### config.mk
export PLATFORM = sky130hd
export DESIGN_NAME = fetch_ctrl_unit
export DESIGN_NICKNAME = d
export VERILOG_FILES = /design/src/rtl/x9_pkg.sv /design/src/rtl/fetch_ctrl_unit_branch_lut.sv /design/src/rtl/fetch_ctrl_unit.sv
export SDC_FILE = /design/constraint.sdc
export NUM_CORES = 1
export LEC_CHECK = 0
export BUFFER_PORTS_ARGS = -buffer_cell sky130_fd_sc_hd__buf_2
export CAP_MARGIN = 20
export CORE_ASPECT_RATIO = 1.4
export CORE_MARGIN = 1
export CORE_UTILIZATION = 51
export CTS_CLUSTER_SIZE = 40
export DETAILED_ROUTE_END_ITERATION = 7
export PLACE_DENSITY_LB_ADDON = 0.1
export SLEW_MARGIN = 15
export SYNTH_ARGS = -nofsm -noshare
export SYNTH_HDL_FRONTEND = slang
export SYNTH_SLANG_ARGS = --single-unit
### constraint.sdc
create_clock -name clk -period 2.9 [get_ports clk]
set_clock_uncertainty 0.15 [all_clocks]
set_input_delay 0.725 -clock clk [delete_from_list [all_inputs] [get_ports clk]]
set_output_delay 0.725 -clock clk [all_outputs]
set_load 0.005 [all_outputs]
### src/rtl/x9_pkg.sv
// Shared encodings for the X9 front end: instruction classes, control functs,
// ALU commands and the power-up contents of the branch-target LUT.
package x9_pkg;

    localparam logic [1:0] CLS_RTYPE = 2'b00;
    localparam logic [1:0] CLS_MEM   = 2'b01;
    localparam logic [1:0] CLS_MOVI  = 2'b10;
    localparam logic [1:0] CLS_CTRL  = 2'b11;

    localparam logic [2:0] FN_BEQ_ABS = 3'b000;
    localparam logic [2:0] FN_BEQ_REL = 3'b001;
    localparam logic [2:0] FN_JMP     = 3'b010;
    localparam logic [2:0] FN_HALT    = 3'b111;

    localparam logic [2:0] R_FUNCT_CMP = 3'b111;

    typedef enum logic [3:0] {
        ALU_ADD   = 4'd0,
        ALU_SUB   = 4'd1,
        ALU_AND   = 4'd2,
        ALU_OR    = 4'd3,
        ALU_XOR   = 4'd4,
        ALU_SHL   = 4'd5,
        ALU_SHR   = 4'd6,
        ALU_CMP   = 4'd7,
        ALU_PASSA = 4'd8
    } alu_op_e;

    localparam int LUT_DEPTH = 16;

    // Entry k targets 8*k; the last entry is all ones so a relative branch through it steps back one.
    localparam logic [31:0] LUT_DEFAULT [LUT_DEPTH] = '{
        32'd0,   32'd8,   32'd16,  32'd24,
        32'd32,  32'd40,  32'd48,  32'd56,
        32'd64,  32'd72,  32'd80,  32'd88,
        32'd96,  32'd104, 32'd112, 32'hFFFF_FFFF
    };

endpackage

### src/rtl/fetch_ctrl_unit_branch_lut.sv
// Branch-target lookup table: maps the 4-bit index carried in control
// instructions to an absolute target or a signed PC offset.
module branch_lut
    import x9_pkg::*;
#(
    parameter int D = 12
) (
    input  logic [3:0]   idx,
    output logic [D-1:0] target
);

    logic [31:0] entry;

    always_comb begin
        entry  = LUT_DEFAULT[idx];
        target = entry[D-1:0];
    end

endmodule

### src/rtl/fetch_ctrl_unit.sv
// X9 front end: program counter with sticky halt, branch-target LUT and the
// combinational main decoder driving every datapath control.
module fetch_ctrl_unit
    import x9_pkg::*;
#(
    parameter int D = 12,
    parameter int A = 4
) (
    input  logic         clk,
    input  logic         reset,
    input  logic [8:0]   mach_code,
    input  logic         one_flag,
    output logic [D-1:0] prog_ctr,
    output logic [1:0]   InstType,
    output logic         BranchInst,
    output logic         MemRead,
    output logic         MemWrite,
    output logic         ALUSrc,
    output logic         RegWrite,
    output logic         MemtoReg,
    output logic [A-1:0] ALUOp,
    output logic         done
);

    logic [1:0]   op_class;
    logic [2:0]   funct;
    logic         is_ctrl;
    logic         is_halt;
    logic         abs_taken;
    logic         rel_taken;
    logic [D-1:0] lut_target;
    logic [D-1:0] next_pc;
    alu_op_e      alu_cmd;

    assign op_class = mach_code[8:7];
    assign funct    = mach_code[6:4];

    branch_lut #(.D(D)) u_branch_lut (
        .idx    (mach_code[3:0]),
        .target (lut_target)
    );

    always_comb begin
        is_ctrl   = (op_class == CLS_CTRL);
        is_halt   = is_ctrl && (funct == FN_HALT);
        abs_taken = is_ctrl && ((funct == FN_JMP) || ((funct == FN_BEQ_ABS) && one_flag));
        rel_taken = is_ctrl && (funct == FN_BEQ_REL) && one_flag;
    end

    // Once halted (or while executing halt) the PC freezes; otherwise branch, else fall through.
    always_comb begin
        next_pc = prog_ctr + D'(1);
        if (done || is_halt) begin
            next_pc = prog_ctr;
        end else if (abs_taken) begin
            next_pc = lut_target;
        end else if (rel_taken) begin
            next_pc = prog_ctr + lut_target;
        end
    end

    always_ff @(posedge clk or negedge reset) begin
        if (!reset) begin
            prog_ctr <= '0;
            done     <= 1'b0;
        end else begin
            prog_ctr <= next_pc;
            if (is_halt) begin
                done <= 1'b1;
            end
        end
    end

    always_comb begin
        InstType   = 2'b00;
        BranchInst = 1'b0;
        MemRead    = 1'b0;
        MemWrite   = 1'b0;
        ALUSrc     = 1'b0;
        RegWrite   = 1'b0;
        MemtoReg   = 1'b0;
        alu_cmd    = ALU_ADD;
        unique case (op_class)
            CLS_RTYPE: begin
                ALUSrc   = 1'b1;
                RegWrite = (funct != R_FUNCT_CMP);
                alu_cmd  = alu_op_e'({1'b0, funct});
            end
            CLS_MEM: begin
                InstType = 2'b10;
                ALUSrc   = 1'b1;
                alu_cmd  = ALU_PASSA;
                if (mach_code[0]) begin
                    MemWrite = 1'b1;
                end else begin
                    MemRead  = 1'b1;
                    MemtoReg = 1'b1;
                    RegWrite = 1'b1;
                end
            end
            CLS_MOVI: begin
                InstType = 2'b11;
                RegWrite = 1'b1;
            end
            CLS_CTRL: begin
                BranchInst = (funct == FN_BEQ_ABS) || (funct == FN_BEQ_REL);
            end
            default: ;
        endcase
    end

    assign ALUOp = A'(alu_cmd);

endmodule

After elaboration in Yosys (flattened, before gate mapping)
Memory sizes are Yosys's and may differ from the RTL's. Index checks and enable logic that the tools add are counted.

Register bits after elaboration: 13. ROM bits: 512. Input port bits: 12. Output and inout bits: 25. Logic and storage cells: 38. Memories kept: 1.

$add $sub $neg: 2. Magnitude comparators: 1. Equality and inequality tests: 7. Multiplexer cells: 13. Bitwise operators: 1. Reductions and logical operators: 11.

Memory list: (name not given) (depth 16, width 32, rd ports 1, clocked after Yosys merged registers in 0, wr ports 0, line fetch_ctrl_unit_branch_lut.sv:15) `entry = LUT_DEFAULT[idx];`.

Operator list (count): $mux W12 (4); $add A12 B1 Y12 const B (1); $add A12 B12 Y12 (1); $pmux W4 S2 (1); $mux W1 (6); $ge A5 B5 Y1 const B (1); $logic_and A1 B1 Y1 (5); $not A4 Y5 (1); $eq A2 B2 Y1 const B (2); $pmux W2 S2 (1); $eq A3 B1 Y1 const B (1); $eq A3 B2 Y1 const B (1); $eq A3 B3 Y1 const B (1); $logic_not A3 Y1 (1); $logic_or A1 B1 Y1 (3); $ne A3 B3 Y1 const B (1); $pmux W1 S3 (1); $eq A2 B1 Y1 const B (1); $logic_not A2 Y1 (1); $reduce_or A2 Y1 (1).

Depth between registers and ports, before layout
Gate-level depths: netlist of run 1.

Word-level depth: 7. Depth in mapped cells: 14. Mapped depth without buffers: 14.

Hierarchy
From an unflattened synthesis of run 1, not the netlist that was laid out.

Cells, all modules: 174. Area total of the unflattened synthesis: 1430.1 um^2.

By module, submodules not included: fetch_ctrl_unit (times used 1, cells each 162, area each 1338.8 um^2, sequential area each 325.3 um^2); branch_lut (times used 1, cells each 12, area each 91.3 um^2, sequential area each 0.0 um^2).

Least setup slack after synthesis of run 1
OpenSTA, ideal clock, no wires.

Kind: input port to flip-flop. Start point: input port mach_code[7]. End point: register prog_ctr[8]. Library setup time: 124 ps. Arrival: 2820 ps. Data required time: 2626 ps. Slack: -194 ps. Stages: 11. Path buffers: 0. Cell sequence: ha_1 > nand2b_4 > or2_4 > or3_4 > fa_1 > nand2b_1 > a21oi_1 > o21ai_0 > and4_1 > a211oi_1 > nor2_1.

Cells in the longest elaborated chain, start to end: 5. Elaborated cells between the ends (all ways): 8. Those cells by class: eq/ne (1); mux (2); reduce/logical (5).

Ends and longest elaborated chain: from (decl) (line fetch_ctrl_unit.sv:11) `input logic [8:0] mach_code,`; $eq A2 B2 Y1 (*) (line fetch_ctrl_unit.sv:44) `is_ctrl = (op_class == CLS_CTRL);`; $logic_and A1 B1 Y1 (2 in a row) (line fetch_ctrl_unit.sv:47) `rel_taken = is_ctrl && (funct == FN_BEQ_REL) && one_flag;`; $mux W12 (line fetch_ctrl_unit.sv:57) `end else if (rel_taken) begin`; $mux W12 (line fetch_ctrl_unit.sv:55) `end else if (abs_taken) begin`; to (signal assigned) (line fetch_ctrl_unit.sv:67) `prog_ctr <= next_pc;`; to (decl) (line fetch_ctrl_unit.sv:13) `output logic [D-1:0] prog_ctr,`.

Mark *: on every way between the ends. The rest lies on a longest branch, timed or not. A chain may end at the register's enable or synchronous reset.

Worst setup path after layout of run 1
Start point: input port mach_code[8]. End point: register prog_ctr[7].

Same word-level chain as after synthesis.

==> flow_summary.toml, run 1 <==
[timing]
period_needed_ns = 2.85
rsz0062_at_grt = "yes"
finalSetupViolCount = 0
period_share = 0.983
final_hold_viol_count = 0
fmax_ghz = 0.351
final_max_slew_viol_count = 0
slew_headroom = 0.788
tightest_slew_ns = 0.316

[die]
fp.dieArea_mm2 = 0.00260
floorplan.die.height_um = 60.0
die_x_um = 43.4
io_pins = 37
rows = 20
start_util = 0.550
design.core.area_mm2 = 0.00223

[synthesis]
synth-compound-area-share = 0.184
ys_top_cells_by_count = "19 x nand2_1, 16 x ha_1, 15 x a21oi_1"
yosys.area_share.xor_xnor = 0.0705
synth_fa_ha_area_frac = 0.180
synthTopCellsByArea = "dfrtp_1 27%, ha_1 16%, a21oi_1 6.1%"
syn_nets = 183
synth.most_common_cell = "nand2_1"
synth-seq-cells = 13
synth_top_area_cell = "dfrtp_1"
synth_cell_type_count = 34
syn-cell-area_mm2 = 0.00122
synth.top_cell.area_share = 0.266
ys_warn_count = 0
synth_edf_count = 0
syn_avg_cell_area_um2 = 7.95
synth_top_family_by_area = "simple AND/OR/NAND/NOR gates"
synth_mux_area_frac = 0
syn_inst = 154
yosysSeqAreaShare = 0.266
async_flop_share = 1.00
yosys.area_share.simple = 0.244
synth_ff_type = "dfrtp_1"

[route]
drt.antenna.violating_nets = 0
drt_wl_total_um = 3550
vias_per_cell = 5.73
wl_per_cell_um = 14.8
drt_pass1_iterations = 6
drc_errors = 6
drt_iter0_drc = 75
dr_total_vias = 1375

[clock_network]
cts-buffers-inserted = 3
clkSinkCount = 13
clock_latency_ns = 0.30
clk_pin_slew_worst_paths_ns = 0.09
htreeDepth = 1
cts_root_buffer = "clkbuf_4"
clk_path_buf_depth = 2
cts_tree = "built"

[layout]
diodes = 0
drive_above_1_share = 0.450
fin_util = 0.811
fin_nets = 248
area_growth_pct = 47.5

[setup_path]
cp_max_fo = 5
required_ns = 2.95
r2r-end = "prog_ctr[7]"
reg2reg_slack_ns = 0.85
r2r_cells = 7
critPathLaunchType = "input pin"
cp-end-kind = "register"
rr_startpoint = "prog_ctr[4]"
crit_arrival_ns = 2.90
path_class = "input pin to register"

[pwr]
power.density_mw_per_mm2 = 610
p_leak_nw = 0.890
ir_worst_vdd_uv = 517
p_total_mw = 1.10

[run_status]
violations = "DRC"
outcome = "finished with violations"

[placement]
gp_congestion = 0.923
dp_hpwl_um = 2800
portBuffers = 36

[global_route]
grt_antenna_before_repair = 0
grt_pass1_vias = 1359
grt_overflow = 0
track_usage = 0.305
grt_max_degree = 16
grt_pass1_wl_um = 5780

[job]
max-cap-violations = 0

[min_path]
hold_class = "input pin to async pin"
cell type report:
class                      count  area [µm²]
sequential                    13         325
timing repair buffer          63         399
clock buffer                   3        22.5
clock inverter                 1        5.00
fill                         150         420
multi-input combinational    125         973
tap                           22        27.5
inverter                      13        53.8
where the power goes:
group / leakage [nW] / internal, mW / total (mW) / switching (mW)
Combinational: 0.723 / 0.315 / 0.647 / 0.332
Sequential: 0.149 / 0.257 / 0.334 / 0.0772
Clock: 0.0177 / 0.0515 / 0.122 / 0.0706
critical path: stages:
cell and delay, ns:
buf_8 0.08, ha_4 0.14, nand2b_4 0.05, or2_4 0.26, or3_4 0.44, inv_6 0.10
ha_4 0.13, a21oi_2 0.05, o211ai_1 0.30, nand2_1 0.15, a21oi_1 0.19, xnor2_1 0.07
o21ai_0 0.20
how the worst max path moves through the flow:
stage                              to  slack, ns         start  cells past startpoint
after floorplan           prog_ctr[8]      0.004  mach_code[7]                     11
after global placement    prog_ctr[8]      -0.37  mach_code[7]                     16
after detailed placement  prog_ctr[8]      -0.45  mach_code[7]                     16
after CTS                 prog_ctr[8]       0.02  mach_code[7]                     16
after global routing      prog_ctr[7]      -0.03  mach_code[8]                     14
final                     prog_ctr[7]       0.05  mach_code[8]                     13
state kept, by name (all words and copies together), names as in the netlist:
name      count
done          1
prog_ctr     12
layout by cell type, fill, tap and decap left out, types with 2 or more instances in the layout:
cell / n
nand2_1: 18
and3_1: 2
and2_1: 7
xnor2_1: 5
ha_1: 11
a21oi_1: 9
dfrtp_1: 13
a21oi_2: 5
nor2_1: 12
buf_4: 27
nand2b_4: 2
inv_1: 10
inv_2: 2
clkbuf_4: 3
buf_2: 34
o21ai_1: 3
nor3_1: 2
nand3_1: 6
xor2_1: 2
a31oi_1: 4
o21ai_0: 9
ha_4: 4
layer usage:
| metal | wire length [µm] | global-route usage |
|---|---|---|
| met2 | 1980 | 0.584 |
| met5 | 0 | 0 |
| met1 | 1360 | 0.310 |
| met3 | 128 | 0.0453 |
| met4 | 85 | 0.161 |
per-stage QoR:
step	setup slack (ns)	hold slack, ns	area, µm²	setup TNS, ns	std cells
2_1_floorplan	0.00416	0.279	1270	0	154
3_3_place_gp	-0.365	0.344	1660	-1.73	235
3_5_place_dp	-0.451	0.357	1660	-2.29	235
4_1_cts	0.0192	0.162	1700	0	239
5_1_grt	-0.0343	0.172	1810	-0.0542	240
6_report	0.0506	0.148	1810	0	240
kinds of logic (layout without fill, tap and decap cells):
logic type                 count (synthesis)  after routing
DFF                                       13             13
adders and majority gates                 17             17
xor gates and xnor gates                   9              9
buffers and inverters                     16             80
and+or+nand+nor                           59             59
AOI/OAI and AO/OA                         40             40
repair_timing:
action	4_1_cts	5_1_grt
endpoints found under the hold margin	0	0
buffers inserted	0	1
gates resized for setup	3	26
endpoints found under the setup margin	3	8
pin swaps	1	17
hold buffers	0	0
Note: power is estimated with default switching activity, not from simulation.
==> inputs of run 2 (changes only) <==
--- a/config.mk
+++ b/config.mk
@@ -9,10 +9,11 @@
 export CAP_MARGIN = 20
 export CORE_ASPECT_RATIO = 1.4
 export CORE_MARGIN = 1
-export CORE_UTILIZATION = 51
+export CORE_UTILIZATION = 55
 export CTS_CLUSTER_SIZE = 40
 export DETAILED_ROUTE_END_ITERATION = 7
 export PLACE_DENSITY_LB_ADDON = 0.1
+export REMOVE_ABC_BUFFERS = 1
 export SLEW_MARGIN = 15
 export SYNTH_ARGS = -nofsm -noshare
 export SYNTH_HDL_FRONTEND = slang
==> constraint.sdc (replaced) <==
create_clock -name clk -period 3.5 [get_ports clk]
set_clock_uncertainty 0.15 [all_clocks]
set_input_delay 0.875 -clock clk [delete_from_list [all_inputs] [get_ports clk]]
set_output_delay 0.875 -clock clk [all_outputs]
set_load 0.005 [all_outputs]
==> flow_summary.toml, run 2 (same netlist as run 1, synthesis figures left out) <==
[run_status]
outcome = "finished, final reports clean"

[timing]
rsz0062_at_grt = "no"
final_hold_viol_count = 0
finalSetupViolCount = 0
period_share = 0.944
tightest_slew_ns = 0.736
slew_headroom = 0.506
fmax_ghz = 0.303
final_max_slew_viol_count = 0
period_needed_ns = 3.30

[clock_network]
clkSinkCount = 13
cts_tree = "built"
cts-buffers-inserted = 3
cts_root_buffer = "clkbuf_4"
clk_path_buf_depth = 2
clk_pin_slew_worst_paths_ns = 0.09
clock_latency_ns = 0.29
htreeDepth = 1

[route]
drt_pass1_iterations = 6
drt_wl_total_um = 3190
drt.antenna.violating_nets = 0
dr_total_vias = 1287
wl_per_cell_um = 14.2
drt_iter0_drc = 32
drc_errors = 0
vias_per_cell = 5.75

[die]
io_pins = 37
die_x_um = 41.9
fp.dieArea_mm2 = 0.00242
start_util = 0.606
rows = 19
floorplan.die.height_um = 57.8
design.core.area_mm2 = 0.00202

[placement]
dp_hpwl_um = 2610
post-place-cells = 220
portBuffers = 36
gp_congestion = 0.902

[setup_path]
rr_startpoint = "prog_ctr[0]"
required_ns = 3.52
cp_max_fo = 5
path_class = "input pin to register"
reg2reg_slack_ns = 1.20
critPathLaunchType = "input pin"
r2r-end = "prog_ctr[8]"
r2r_cells = 9
crit_arrival_ns = 3.32
cp-end-kind = "register"

[global_route]
grt_overflow = 0
track_usage = 0.300
grt_pass1_vias = 1300
busiest_layer = "met2"
grt_max_degree = 14
met3_usage = 0.0218
use_met1 = 0.358
grt_pass1_wl_um = 5560
use_met2 = 0.538
grt_antenna_before_repair = 0

[pwr]
ir_worst_vdd_uv = 513
p_total_uw = 802
power.density_mw_per_mm2 = 524
p_leak_nw = 0.798

[layout]
top_register = "prog_ctr"
layout_common_cells = "36 x buf_2, 19 x nand2_1, 16 x ha_1"
area_growth_pct = 24.8
fin_nets = 233
drive_above_1_share = 0.296
largest_reg_flops = 12
final_common_cell = "buf_2"
final_cells = 224
diodes = 0
fin_util = 0.757
reg_top3 = "prog_ctr (12), done (1)"

[job]
max-cap-violations = 0

[min_path]
hold_class = "input pin to async pin"
==> run 2: cell count changes in the layout (fill, tap and decap cells not counted), sizes merged <==
| cell | previous run | this run |
|---|---|---|
| buf | 63 | 48 |
==> run 2: worst max path at each step <==
stage                  from            to  slack, ns  cells after the start
2_1_floorplan  mach_code[7]  prog_ctr[10]       0.25                     11
3_3_place_gp   mach_code[7]  prog_ctr[11]      -0.06                     14
3_5_place_dp   mach_code[8]  prog_ctr[11]      -0.16                     14
4_1_cts        mach_code[8]  prog_ctr[11]       0.15                     14
5_1_grt        mach_code[7]   prog_ctr[6]       0.06                     15
6_report       mach_code[8]   prog_ctr[6]       0.20                     13
==> run 2: where the power goes <==
| group | leakage, nW | internal (mW) | switching (mW) |
|---|---|---|---|
| registers | 0.149 | 0.213 | 0.0527 |
| clock network | 0.0177 | 0.0425 | 0.0552 |
| logic | 0.632 | 0.208 | 0.231 |
==> run 2: critical path, cell delays in order <==
cell	delay (ns)
buf_2	0.09
ha_1	0.21
nand2b_4	0.06
or2_4	0.23
or3_4	0.40
inv_1	0.17
ha_1	0.29
nand2b_1	0.11
a21oi_1	0.09
o21ai_0	0.30
nand2_1	0.16
xnor2_1	0.23
o21ai_0	0.11
==> run 2: repair_timing <==
action                                  CTS  global route
setup buffers                             0             0
endpoints found under the hold margin     0             0
endpoints found under the setup margin    0             1
hold buffers                              0             0
resized for setup                         0             1
==> run 2: per-stage QoR <==
step / setup TNS [ns] / hold WS [ns] / instance area [µm²] / setup slack [ns]
floorplan: 0 / 0.349 / 1200 / 0.255
global placement: -0.0578 / 0.348 / 1500 / -0.0555
detailed placement: -0.338 / 0.372 / 1500 / -0.165
CTS: 0 / 0.320 / 1530 / 0.146
global route: 0 / 0.339 / 1530 / 0.0600
finish: 0 / 0.314 / 1530 / 0.195
==> run 2: cell type report <==
cell class                      instances  area (µm²)
Clock buffer                            3        22.5
Clock inverter                          1        5.00
Fill cell                             159         492
Inverter                               13        48.8
Multi-Input combinational cell        125         831
Sequential cell                        13         325
Tap cell                               21        26.3
Timing Repair Buffer                   48         270
==> run 2: routing by layer <==
metal	vias to the layer above	wire [µm]
li1	633	-
met1	601	1290
met2	43	1680
met3	10	127
met4	0	92
met5	-	0
